$ cat config.mk
export PLATFORM = sky130hd
export DESIGN_NAME = alu_seq_unit
export DESIGN_NICKNAME = d
export VERILOG_FILES = /design/src/rtl/alu_seq_unit.sv
export SDC_FILE = /design/constraint.sdc
export NUM_CORES = 1
export LEC_CHECK = 0
export BUFFER_PORTS_ARGS = -buffer_cell sky130_fd_sc_hd__clkbuf_2
export CORE_MARGIN = 2
export CORE_UTILIZATION = 25
export DETAILED_ROUTE_END_ITERATION = 16
export GPL_TIMING_DRIVEN = 0
export PLACE_DENSITY = 0.43
export SYNTH_ARGS = -nofsm -noshare
export SYNTH_HDL_FRONTEND = slang
export SYNTH_SLANG_ARGS = --single-unit
export TNS_END_PERCENT = 1
$ cat constraint.sdc
create_clock -name clk -period 6.5 [get_ports clk]
set_input_delay 1.3 -clock clk [delete_from_list [all_inputs] [get_ports clk]]
set_output_delay 1.3 -clock clk [all_outputs]
set_load 0.01 [all_outputs]
$ cat src/rtl/alu_seq_unit.sv
// Handshaked ALU execution stage: single-cycle logic/arith ops plus an
// iterative shift-add unsigned multiply; result and flags held until consumed.
module alu_seq_unit #(
  parameter int WIDTH = 4
) (
  input  logic               clk,
  input  logic               rst,
  input  logic               in_valid,
  output logic               in_ready,
  input  logic [2:0]         op,
  input  logic [WIDTH-1:0]   a,
  input  logic [WIDTH-1:0]   b,
  output logic               out_valid,
  input  logic               out_ready,
  output logic [2*WIDTH-1:0] result,
  output logic               carry,
  output logic               zero
);

  localparam int RW = 2 * WIDTH;
  localparam int CW = $clog2(WIDTH + 1);

  localparam logic [2:0] OP_ADD   = 3'b000;
  localparam logic [2:0] OP_SUB   = 3'b001;
  localparam logic [2:0] OP_AND   = 3'b010;
  localparam logic [2:0] OP_OR    = 3'b011;
  localparam logic [2:0] OP_XOR   = 3'b100;
  localparam logic [2:0] OP_SHL   = 3'b101;
  localparam logic [2:0] OP_MUL   = 3'b110;
  localparam logic [2:0] OP_PASSA = 3'b111;

  typedef enum logic [1:0] {
    IDLE = 2'd0,
    MUL  = 2'd1,
    DONE = 2'd2
  } state_t;

  state_t          state;
  logic [RW-1:0]   mcand;
  logic [WIDTH-1:0] mplier;
  logic [RW-1:0]   product;
  logic [CW-1:0]   count;
  logic [RW:0]     eval;

  // Packs {carry, result} for every single-cycle opcode.
  function automatic logic [RW:0] alu_eval(input logic [2:0] opc,
                                           input logic [WIDTH-1:0] x,
                                           input logic [WIDTH-1:0] y);
    logic [WIDTH:0] sum;
    logic [RW-1:0]  wide;
    logic [RW:0]    r;
    sum  = '0;
    wide = {{WIDTH{1'b0}}, x};
    r    = '0;
    case (opc)
      OP_ADD: begin
        sum = {1'b0, x} + {1'b0, y};
        r   = {sum[WIDTH], {WIDTH{1'b0}}, sum[WIDTH-1:0]};
      end
      OP_SUB: begin
        sum = {1'b0, x} - {1'b0, y};
        r   = {sum[WIDTH], {WIDTH{1'b0}}, sum[WIDTH-1:0]};
      end
      OP_AND:   r = {1'b0, {WIDTH{1'b0}}, x & y};
      OP_OR:    r = {1'b0, {WIDTH{1'b0}}, x | y};
      OP_XOR:   r = {1'b0, {WIDTH{1'b0}}, x ^ y};
      OP_SHL: begin
        if (int'(y) >= RW) r = '0;
        else               r = {1'b0, wide << y};
      end
      OP_PASSA: r = {1'b0, {WIDTH{1'b0}}, x};
      default:  r = '0;
    endcase
    return r;
  endfunction

  assign eval     = alu_eval(op, a, b);
  assign in_ready = (state == IDLE) && !rst;

  always_ff @(posedge clk) begin
    if (rst) begin
      state     <= IDLE;
      out_valid <= 1'b0;
      result    <= '0;
      carry     <= 1'b0;
      zero      <= 1'b0;
      mcand     <= '0;
      mplier    <= '0;
      product   <= '0;
      count     <= '0;
    end else begin
      case (state)
        IDLE: begin
          if (in_valid) begin
            if (op == OP_MUL) begin
              mcand   <= {{WIDTH{1'b0}}, a};
              mplier  <= b;
              product <= '0;
              count   <= '0;
              state   <= MUL;
            end else begin
              result    <= eval[RW-1:0];
              carry     <= eval[RW];
              zero      <= (eval[RW-1:0] == '0);
              out_valid <= 1'b1;
              state     <= DONE;
            end
          end
        end
        MUL: begin
          // One shift-add step per cycle; the extra cycle publishes the product.
          if (count == CW'(WIDTH)) begin
            result    <= product;
            carry     <= |product[RW-1:WIDTH];
            zero      <= (product == '0);
            out_valid <= 1'b1;
            state     <= DONE;
          end else begin
            if (mplier[0]) product <= product + mcand;
            mcand  <= mcand << 1;
            mplier <= mplier >> 1;
            count  <= count + 1'b1;
          end
        end
        DONE: begin
          if (out_ready) begin
            out_valid <= 1'b0;
            state     <= IDLE;
          end
        end
        default: state <= IDLE;
      endcase
    end
  end

endmodule
; Word level (Yosys, flattened, before mapping)
; Index checks and enable logic that the tools add are counted.
[classes]
mux = 41
reduce_logical = 14
n_lt_le_gt_ge = 1
n_addsub = 4
eq_ne = 17
shift = 1
bitwise_logic = 3
[op_table]
columns = operator, count
row1 = $mux 8, 11
row2 = $pmux 9 s7, 1
row3 = $pmux 8 s2, 3
row4 = $logic_not 8->1, 2
row5 = $eq 3x3->1 const B, 5
row6 = $mux 4, 3
row7 = $ne 2x2->1 const B, 6
row8 = $mux 1, 10
row9 = $reduce_and 5->1, 2
row10 = $mux 3, 3
row11 = $add 8x8->8, 1
row12 = $mux 2, 4
row13 = $pmux 4 s2, 1
row14 = $reduce_and 4->1, 2
row15 = $shl 4x4->8, 1
row16 = $eq 3x2->1 const B, 2
row17 = $pmux 2 s3, 1
row18 = $pmux 3 s2, 1
row19 = $add 4x4->5, 1
row20 = $sub 4x4->5, 1
row21 = $and 4x4->4, 1
row22 = $ge 4x4->1 const B, 1
row23 = $or 4x4->4, 1
row24 = $pmux 1 s2, 2
row25 = 15 further kinds, 15
[totals]
out_inout_bits = 12
register_bits = 36
elab_cells = 90
inputBits = 15

; Logic depth before layout (Yosys ltp)
; Gate-level depths: netlist of run 1.
[depth]
ltp_word = 7
mapped_depth = 10
ltp_nobuf = 10

; Least setup slack after synthesis of run 1
; OpenSTA, ideal clock, no wires.
[synth_timing]
path_type = in2out
from = input port rst
to = output port in_ready
path_slack_ps = 3233
arrival_time_ps = 1967
path_buffers = 2
path_stages = 3
required_ps = 5200
path_cell_list = clkbuf_1 > buf_1 > nor3_1
[synth_via]
elab_chain_cells = 2
[synth_lines]
columns = element, line
row1 = "start, declared", 7  ; input logic rst,
row2 = $logic_not 1->1, 78  ; assign in_ready = (state == IDLE) && !rst;
row3 = $logic_and 1x1->1, 78
row4 = "end, declared", 9  ; output logic in_ready,
; No other way between the ends.

; Worst setup path after layout of run 1
; Ends and elaborated chain as after synthesis.

==> metrics.cfg, run 1 <==
[routing]
routed_via_density = 4.97
vias = 2539
drt_iter0_drc = 128
first_pass_iters = 5
routedWlPerCell_um = 15.6
finalWirelength_um = 7960
route.detailed.drc = 0
postRouteAntennaNets = 0

[critical_path]
cp_slowest_cell = buf_1
end_kind = output port
cp.arrival_ns = 2.53
cpMostUsedCell = clkbuf_2
cp.required_ns = 5.20
crit_chain = clkbuf_2 -> clkbuf_1 -> buf_1 -> nor3_1 -> clkbuf_2
crit_path_start = rst
slowest_delay_ns = 0.48
cp-start-kind = input port
reg2reg_from = product[1]
crit_fanout = 10
path_delay_family = buffers and inverters
cp_num_buf_inv = 4
criticalPathCategory = in -> out

[sta]
post-route-period-util = 0.590
finalClockSkew_ns = 0.00535
finalHoldViolations = 0
fmax_mhz = 261
period_needed_ns = 3.83
setup_violations = 0
report.final.slew_viol_count = 0
worstMarginPinSlew_ns = 0.561
tns_ns = 0
maxSlewHeadroom = 0.626
rsz0062_at_grt = false

[synthesis]
synth_area_leaders = dfxtp_1, ha_1, nand2_1, a21oi_1, nor2_1
yosys_warnings = 0
ys.flop_type = dfxtp_1
yosys_register_bits = 36
synth-simple-area-share = 0.273
netlist_area_mm2 = 0.00266
yosys.cell_types.count = 57
async_reset_ff_frac = 0
muxShareOfSynthArea = 0.0193
syn_area_per_cell_um2 = 7.77
netlist_instances = 343
yosysSeqAreaShare = 0.271
yosys.area_share.xor_xnor = 0.0164
synth_edf_count = 0
synth_compound_area_frac = 0.224
synth_fa_ha_area_frac = 0.126
yosysTopAreaCellShare = 0.271
synthesis.nets = 383
synth_top_cell_by_area = dfxtp_1
synth_top_family_by_area = simple AND/OR/NAND/NOR gates

[job]
drv_cap = 0

[cts]
cts_inserted_buffers = 5
tritoncts = done
cts.clk_slew.worst_paths_ns = 0.07
root_buffer = clkbuf_8
clockBufferDepth = 2
ctsResizeCount = 0
clkLatencyLatePin_ns = 0.28
ctsHoldBuffers = 0
cts_setup_buffers = 0
clock_sinks = 36
htree_num_levels = 2

[placed_design]
finalWeightedCongestion = 0.793
dpl_cell_area_mm2 = 0.00296
place_hpwl_um = 6110
io_buffer_count = 25

[die]
ios = 27
die_w_um = 107
die_h_um = 107
row_count = 37
start_util = 0.258
core-area_mm2 = 0.0103
die_area_mm2 = 0.0115

[worst_hold_path]
worstHoldStart = result[1]
hp-class = reg -> reg

[power]
peakVddDrop_mv = 0.0613
p_leak_nw = 1.24
power_density_mw_per_mm2 = 165

[final_layout]
final_nets = 415
finalInstanceArea_mm2 = 0.00304
drive_above_1_share = 0.141
final_cell_mix = nand2_1, dfxtp_1, nor2_1
final-seq-area_um2 = 721
num_antenna_cells = 0
final.fill_count = 1114
synthToLayoutAreaGrowth_pct = 14.0
mostFrequentLayoutCell = nand2_1
multi_input_area_mm2 = 0.00175

[global_route]
grt_antenna_before_repair = 0
grt_usage = 0.146
first_global_vias = 2500
gr-total-overflow = 0
grt_start_max_net_pins = 11
grt_pass1_wl_um = 13000

[outcome]
status = completed

-- sequential cells by signal (all words and copies together) (netlist names) --
name and count:
mcand 8, product 8, result 8, mplier 4
count 3, state 2, carry 1, out_valid 1
zero 1
-- worst paths after layout --
| path | endpoint | slack, ns | cells past startpoint |
|---|---|---|---|
| setup reg to reg | product[7] | 4.26 | 7 |
| setup / recovery | in_ready | 2.67 | 5 |
| hold reg to reg | result[1] | 0.45 | 2 |
| hold / removal | result[1] | 0.45 | 2 |
-- tightest hold or removal path: stages (launching register included) --
cell	delay, ns
dfxtp_1	0.31
nand2_1	0.05
a21oi_1	0.05
-- area by class of cell --
| cell class | instances | share of cell area |
|---|---|---|
| inverters | 18 | 0.0222 |
| clock inverters | 1 | 0.00165 |
| flip-flops and latches | 36 | 0.237 |
| clock buffers | 6 | 0.0239 |
| plain buffers | 22 | 0.0404 |
| multi-input cells | 267 | 0.577 |
| repair buffers | 25 | 0.0412 |
| well taps | 136 | 0.0560 |
-- metal layers --
layer  GRT usage  part of all wire
met1       0.199              0.50
met2       0.236              0.45
met3      0.0286             0.037
met4      0.0334             0.014
met5           0                 0
-- cell families after synthesis --
family	Yosys count
adders and majority gates	25
AOI/OAI and AO/OA	87
muxes	5
xor gates and xnor gates	5
buffers and inverters	40
DFF	36
and+or+nand+nor	145
-- power breakdown --
group          switching, mW  internal, mW  leakage [nW]
Sequential           0.00505         0.229         0.293
Clock                 0.0784        0.0729        0.0410
Combinational         0.0721        0.0439         0.909
-- metrics by stage --
stage | hold WS, ns | worst slack, ns | power (mW) | utilization | instances
2_1_floorplan | 0.444 | 3.23 | 0.316 | - | 343
3_3_place_gp | 0.440 | 2.61 | 0.356 | 0.287 | 504
3_5_place_dp | 0.445 | 2.65 | 0.355 | 0.287 | 504
4_1_cts | 0.454 | 2.65 | 0.508 | 0.294 | 511
5_1_grt | 0.482 | 2.55 | 0.532 | 0.294 | 511
6_report | 0.451 | 2.67 | 0.502 | 0.294 | 511
-- cells in the mapped netlist, types with 3 or more instances --
cell type,count
nand2_1,44
dfxtp_1,36
nor2_1,34
a21oi_1,30
ha_1,22
inv_1,18
nand3_1,14
nor3_1,12
nand2b_1,11
o21ai_0,10
buf_2,8
a32oi_1,6
clkbuf_1,6
o211ai_1,6
a311oi_1,5
or3_1,5
a211oi_1,4
a21o_1,4
mux2i_1,4
nor2b_1,4
a22oi_1,3
and3_1,3
buf_1,3
buf_6,3
fa_1,3
o311ai_0,3
xor2_1,3
No activity file was read; power rests on OpenSTA's default activity.
==> inputs of run 2 (changes only) <==
ABC_AREA = 1   (was unset)
clock period = 3.8 ns   (was 6.5 ns; I/O delays follow)
==> metrics.cfg, run 2 <==
[critical_path]
cp.required_ns = 3.04
cp-start-kind = input port
criticalPathCategory = in -> out
crit_fanout = 10
cp.arrival_ns = 1.58
end_kind = output port

[synthesis]
muxShareOfSynthArea = 0
ys.flop_type = dfxtp_1
synth_fa_ha_area_frac = 0.126
synthesis.nets = 440
async_reset_ff_frac = 0
netlist_instances = 400
synth_common_cells = nand2_1, inv_1, nor2_1
synth_edf_count = 0
synth-simple-area-share = 0.325
yosysTopAreaCellShare = 0.270
syn_area_per_cell_um2 = 6.67
yosys.area_share.xor_xnor = 0.0131
yosys.cell_types.count = 39
yosys_warnings = 0
yosysSeqAreaShare = 0.270
netlist_area_mm2 = 0.00267
synth_compound_area_frac = 0.179
synth.most_common_cell = nand2_1
synth_area_leaders = dfxtp_1, nand2_1, ha_1, a21oi_1, nand3_1
synth_top_family_by_area = simple AND/OR/NAND/NOR gates
synth_top_cell_by_area = dfxtp_1
yosys_register_bits = 36

[final_layout]
final.fill_count = 1146
num_antenna_cells = 0
reg_top3 = mcand x8, product x8, result x8
drive_above_1_share = 0.139
final_nets = 472
final_cell_mix = nand2_1, inv_1, nor2_1
mostFrequentLayoutCell = nand2_1
synthToLayoutAreaGrowth_pct = 15.8
instances_no_fill = 569

[global_route]
grt_start_max_net_pins = 12
grt_pass1_wl_um = 12700
first_global_vias = 2547
grt_antenna_before_repair = 0
grt_usage = 0.139
gr-total-overflow = 0

[routing]
routedWlPerCell_um = 13.5
drt_iter0_drc = 98
postRouteAntennaNets = 0
finalWirelength_um = 7650
first_pass_iters = 4
vias = 2677
routed_via_density = 4.70
route.detailed.drc = 0

[power]
power_frac_seq = 0.414
peakVddDrop_mv = 0.120
p_sw_frac = 0.297
finalPower_uw = 996
internal_power_uw = 701
clkPwrFrac = 0.377
power_density_mw_per_mm2 = 322
p_leak_nw = 1.51
p_sw_uw = 296
p_comb_frac = 0.209

[cts]
cts_setup_buffers = 0
cts_inserted_buffers = 5
tritoncts = done
clkLatencyLatePin_ns = 0.29
cts.clk_slew.worst_paths_ns = 0.08
htree_num_levels = 2
ctsResizeCount = 0
root_buffer = clkbuf_8
clockBufferDepth = 2
ctsHoldBuffers = 0
clock_sinks = 36

[worst_hold_path]
hp-class = reg -> reg

[die]
die_w_um = 107
die_h_um = 107
ios = 27
row_count = 37
die_area_mm2 = 0.0115
core-area_mm2 = 0.0103
start_util = 0.258

[placed_design]
dp_cells = 561
place_ws_ns = 1.16
io_buffer_count = 25
place_hpwl_um = 6070
finalWeightedCongestion = 0.811

[sta]
finalHoldViolations = 0
fmax_mhz = 428
maxSlewHeadroom = 0.600
setup_violations = 0
period_needed_ns = 2.34
worstMarginPinSlew_ns = 0.600
finalClockSkew_ns = 0.00739
report.final.slew_viol_count = 0
fin_ws_ns = 1.46
tns_ns = 0
timing.hold.ws_ns = 0.464
post-route-period-util = 0.615
rsz0062_at_grt = false

[outcome]
status = completed

[job]
drv_cap = 0

-- run 2: kinds of logic after synthesis --
family	count (synthesis)
adder cells (fa/ha/maj)	25
XOR/XNOR	4
AO/OA/AOI/OAI	83
AND/OR/NAND/NOR	193
buffers and inverters	59
flip-flops	36
-- run 2: path summary, 6_finish.rpt --
check,from,endpoint,slack (ns),cells past startpoint
setup / recovery,rst,in_ready,1.46,4
hold / removal,count[2],count[2],0.46,1
setup reg to reg,mcand[0],product[6],2.02,7
hold reg to reg,count[2],count[2],0.46,1
-- run 2: stage by stage --
step	utilization	cell area [µm²]
2_1_floorplan	-	2670
3_3_place_gp	0.287	2960
3_5_place_dp	0.287	2960
4_1_cts	0.299	3090
5_1_grt	0.299	3090
6_report	0.299	3090
-- run 2: metal layers --
layer | part of all wire | track usage | vias up | wire length (µm)
met2 | 0.46 | 0.236 | 47 | 3520
met4 | 0.011 | 0.0315 | 0 | 85
li1 | - | - | 1400 | -
met5 | 0 | 0 | - | 0
met3 | 0.028 | 0.0200 | 9 | 217
met1 | 0.50 | 0.186 | 1221 | 3830
-- run 2: worst max-delay path, stage by stage --
cell,delay [ns]
clkbuf_2,0.12
buf_1,0.46
nor2_1,0.10
clkbuf_2,0.15
-- run 2: final cells by class --
| class | instances | area [µm²] | share of cell area |
|---|---|---|---|
| inverter | 47 | 181 | 0.0587 |
| multi-input combinational | 305 | 1710 | 0.554 |
| clock buffer | 7 | 96.3 | 0.0312 |
| clock inverter | 1 | 30.0 | 0.00972 |
| sequential | 36 | 721 | 0.233 |
| tap | 136 | 170 | 0.0551 |
| buffer | 12 | 52.6 | 0.0170 |
| timing repair buffer | 25 | 125 | 0.0405 |
-- run 2: power by group through the flow --
stage	clock [mW]	combinational (mW)	sequential (mW)
3_3_place_gp	0	0.210	0.421
4_1_cts	0.384	0.211	0.413
6_report	0.375	0.208	0.413
5_1_grt	0.401	0.240	0.416
3_5_place_dp	0	0.210	0.422
2_1_floorplan	0	0.130	0.426
==> inputs of run 3 (changes only) <==
clock period = 2.2 ns   (was 3.8 ns; I/O delays follow)
==> metrics.cfg, run 3 (synthesis gave the netlist of run 2 again) <==
[power]
finalPower_mw = 1.72
power_density_mw_per_mm2 = 556
p_leak_nw = 1.51
peakVddDrop_mv = 0.207

[die]
row_count = 37
die_h_um = 107
die_w_um = 107
core-area_mm2 = 0.0103
die_area_mm2 = 0.0115
ios = 27
start_util = 0.258

[routing]
postRouteAntennaNets = 0
first_pass_iters = 4
vias = 2676
routed_via_density = 4.69
routedWlPerCell_um = 13.5
route.detailed.drc = 0
drt_iter0_drc = 104
finalWirelength_um = 7690

[sta]
finalClockSkew_ns = 0.00732
worstMarginPinSlew_ns = 0.601
maxSlewHeadroom = 0.599
period_needed_ns = 1.98
setup_violations = 0
finalHoldViolations = 0
timing.hold.ws_ns = 0.369
report.final.slew_viol_count = 0
post-route-period-util = 0.900
tns_ns = 0
rsz0062_at_grt = false
fmax_mhz = 505

[final_layout]
final_cell_mix = nand2_1, inv_1, nor2_1
multi_input_area_mm2 = 0.00172
final-seq-area_um2 = 721
final.fill_count = 1146
reg_top3 = mcand x8, product x8, result x8
num_antenna_cells = 0
final_nets = 473
mostFrequentLayoutCell = nand2_1
drive_above_1_share = 0.145
synthToLayoutAreaGrowth_pct = 16.3
postLayoutCoreUtil = 0.301
finalInstanceArea_mm2 = 0.00310

[global_route]
grt_start_max_net_pins = 12
first_global_vias = 2547
grt_antenna_before_repair = 0
grt_pass1_wl_um = 12700
grt_usage = 0.139
gr-total-overflow = 0

[cts]
ctsHoldBuffers = 0
root_buffer = clkbuf_8
clock_sinks = 36
cts.clk_slew.worst_paths_ns = 0.07
htree_num_levels = 2
tritoncts = done
clkLatencyLatePin_ns = 0.29
clockBufferDepth = 2
cts_inserted_buffers = 5

[critical_path]
criticalPathCategory = in -> reg
cp.arrival_ns = 2.16
r2r_slack_ns = 0.41
crit_fanout = 9
cp.required_ns = 2.38
cp-start-kind = input port
crit_path_start = b[1]
end_kind = register
reg2reg_from = mcand[0]

[placed_design]
place_hpwl_um = 6070
finalWeightedCongestion = 0.811
io_buffer_count = 25
dpl_cell_area_mm2 = 0.00296

[worst_hold_path]
worstHoldStart = rst
hp-class = in -> reg

[outcome]
status = completed

[job]
drv_cap = 0

[run 3: report_power, final]
group / total, mW / switching (mW) / internal (mW)
sequential: 0.713 / 0.0241 / 0.689
combinational: 0.363 / 0.240 / 0.123
clock: 0.648 / 0.248 / 0.400
total: 1.72 / 0.512 / 1.21
[run 3: repair_timing]
action | 4_1_cts | 5_1_grt
resized for setup | 0 | 2
buffers inserted | 0 | 1
endpoints found under the setup margin | 0 | 1
[run 3: metal layers]
layer  GRT usage  up-vias  share of wire
met3      0.0200        9          0.028
met5           0        -              0
li1            -     1401              -
met2       0.236       47           0.46
met4      0.0315        0          0.011
met1       0.186     1219           0.50
[run 3: critical path, stage by stage]
cell and delay [ns]:
clkbuf_2 0.25, clkinvlp_4 0.19, buf_4 0.19, ha_1 0.32, nor2_1 0.11, nand2_1 0.07, nand2_1 0.06, nand2_1 0.04
nand3_1 0.07, nand3_1 0.15, o21bai_1 0.18, a21oi_1 0.08
[run 3: final cells by class]
class | count | area share
clock buffer | 7 | 0.0310
sequential | 36 | 0.232
multi-input combinational | 305 | 0.553
inverter | 47 | 0.0597
timing repair buffer | 26 | 0.0427
tap | 136 | 0.0548
clock inverter | 1 | 0.00968
buffer | 12 | 0.0169
[run 3: through the flow]
| step | std cells | setup slack [ns] |
|---|---|---|
| final | 570 | 0.220 |
| after floorplan | 400 | 0.379 |
| after global placement | 561 | -0.110 |
| after CTS | 569 | 0.167 |
| after detailed placement | 561 | -0.124 |
| after global routing | 570 | 0.0242 |
[run 3: path summary, 6_finish.rpt]
| path | to | cells past startpoint |
|---|---|---|
| max | result[3] | 12 |
| min | count[0] | 2 |
| max reg2reg | product[6] | 7 |
| min reg2reg | count[2] | 1 |
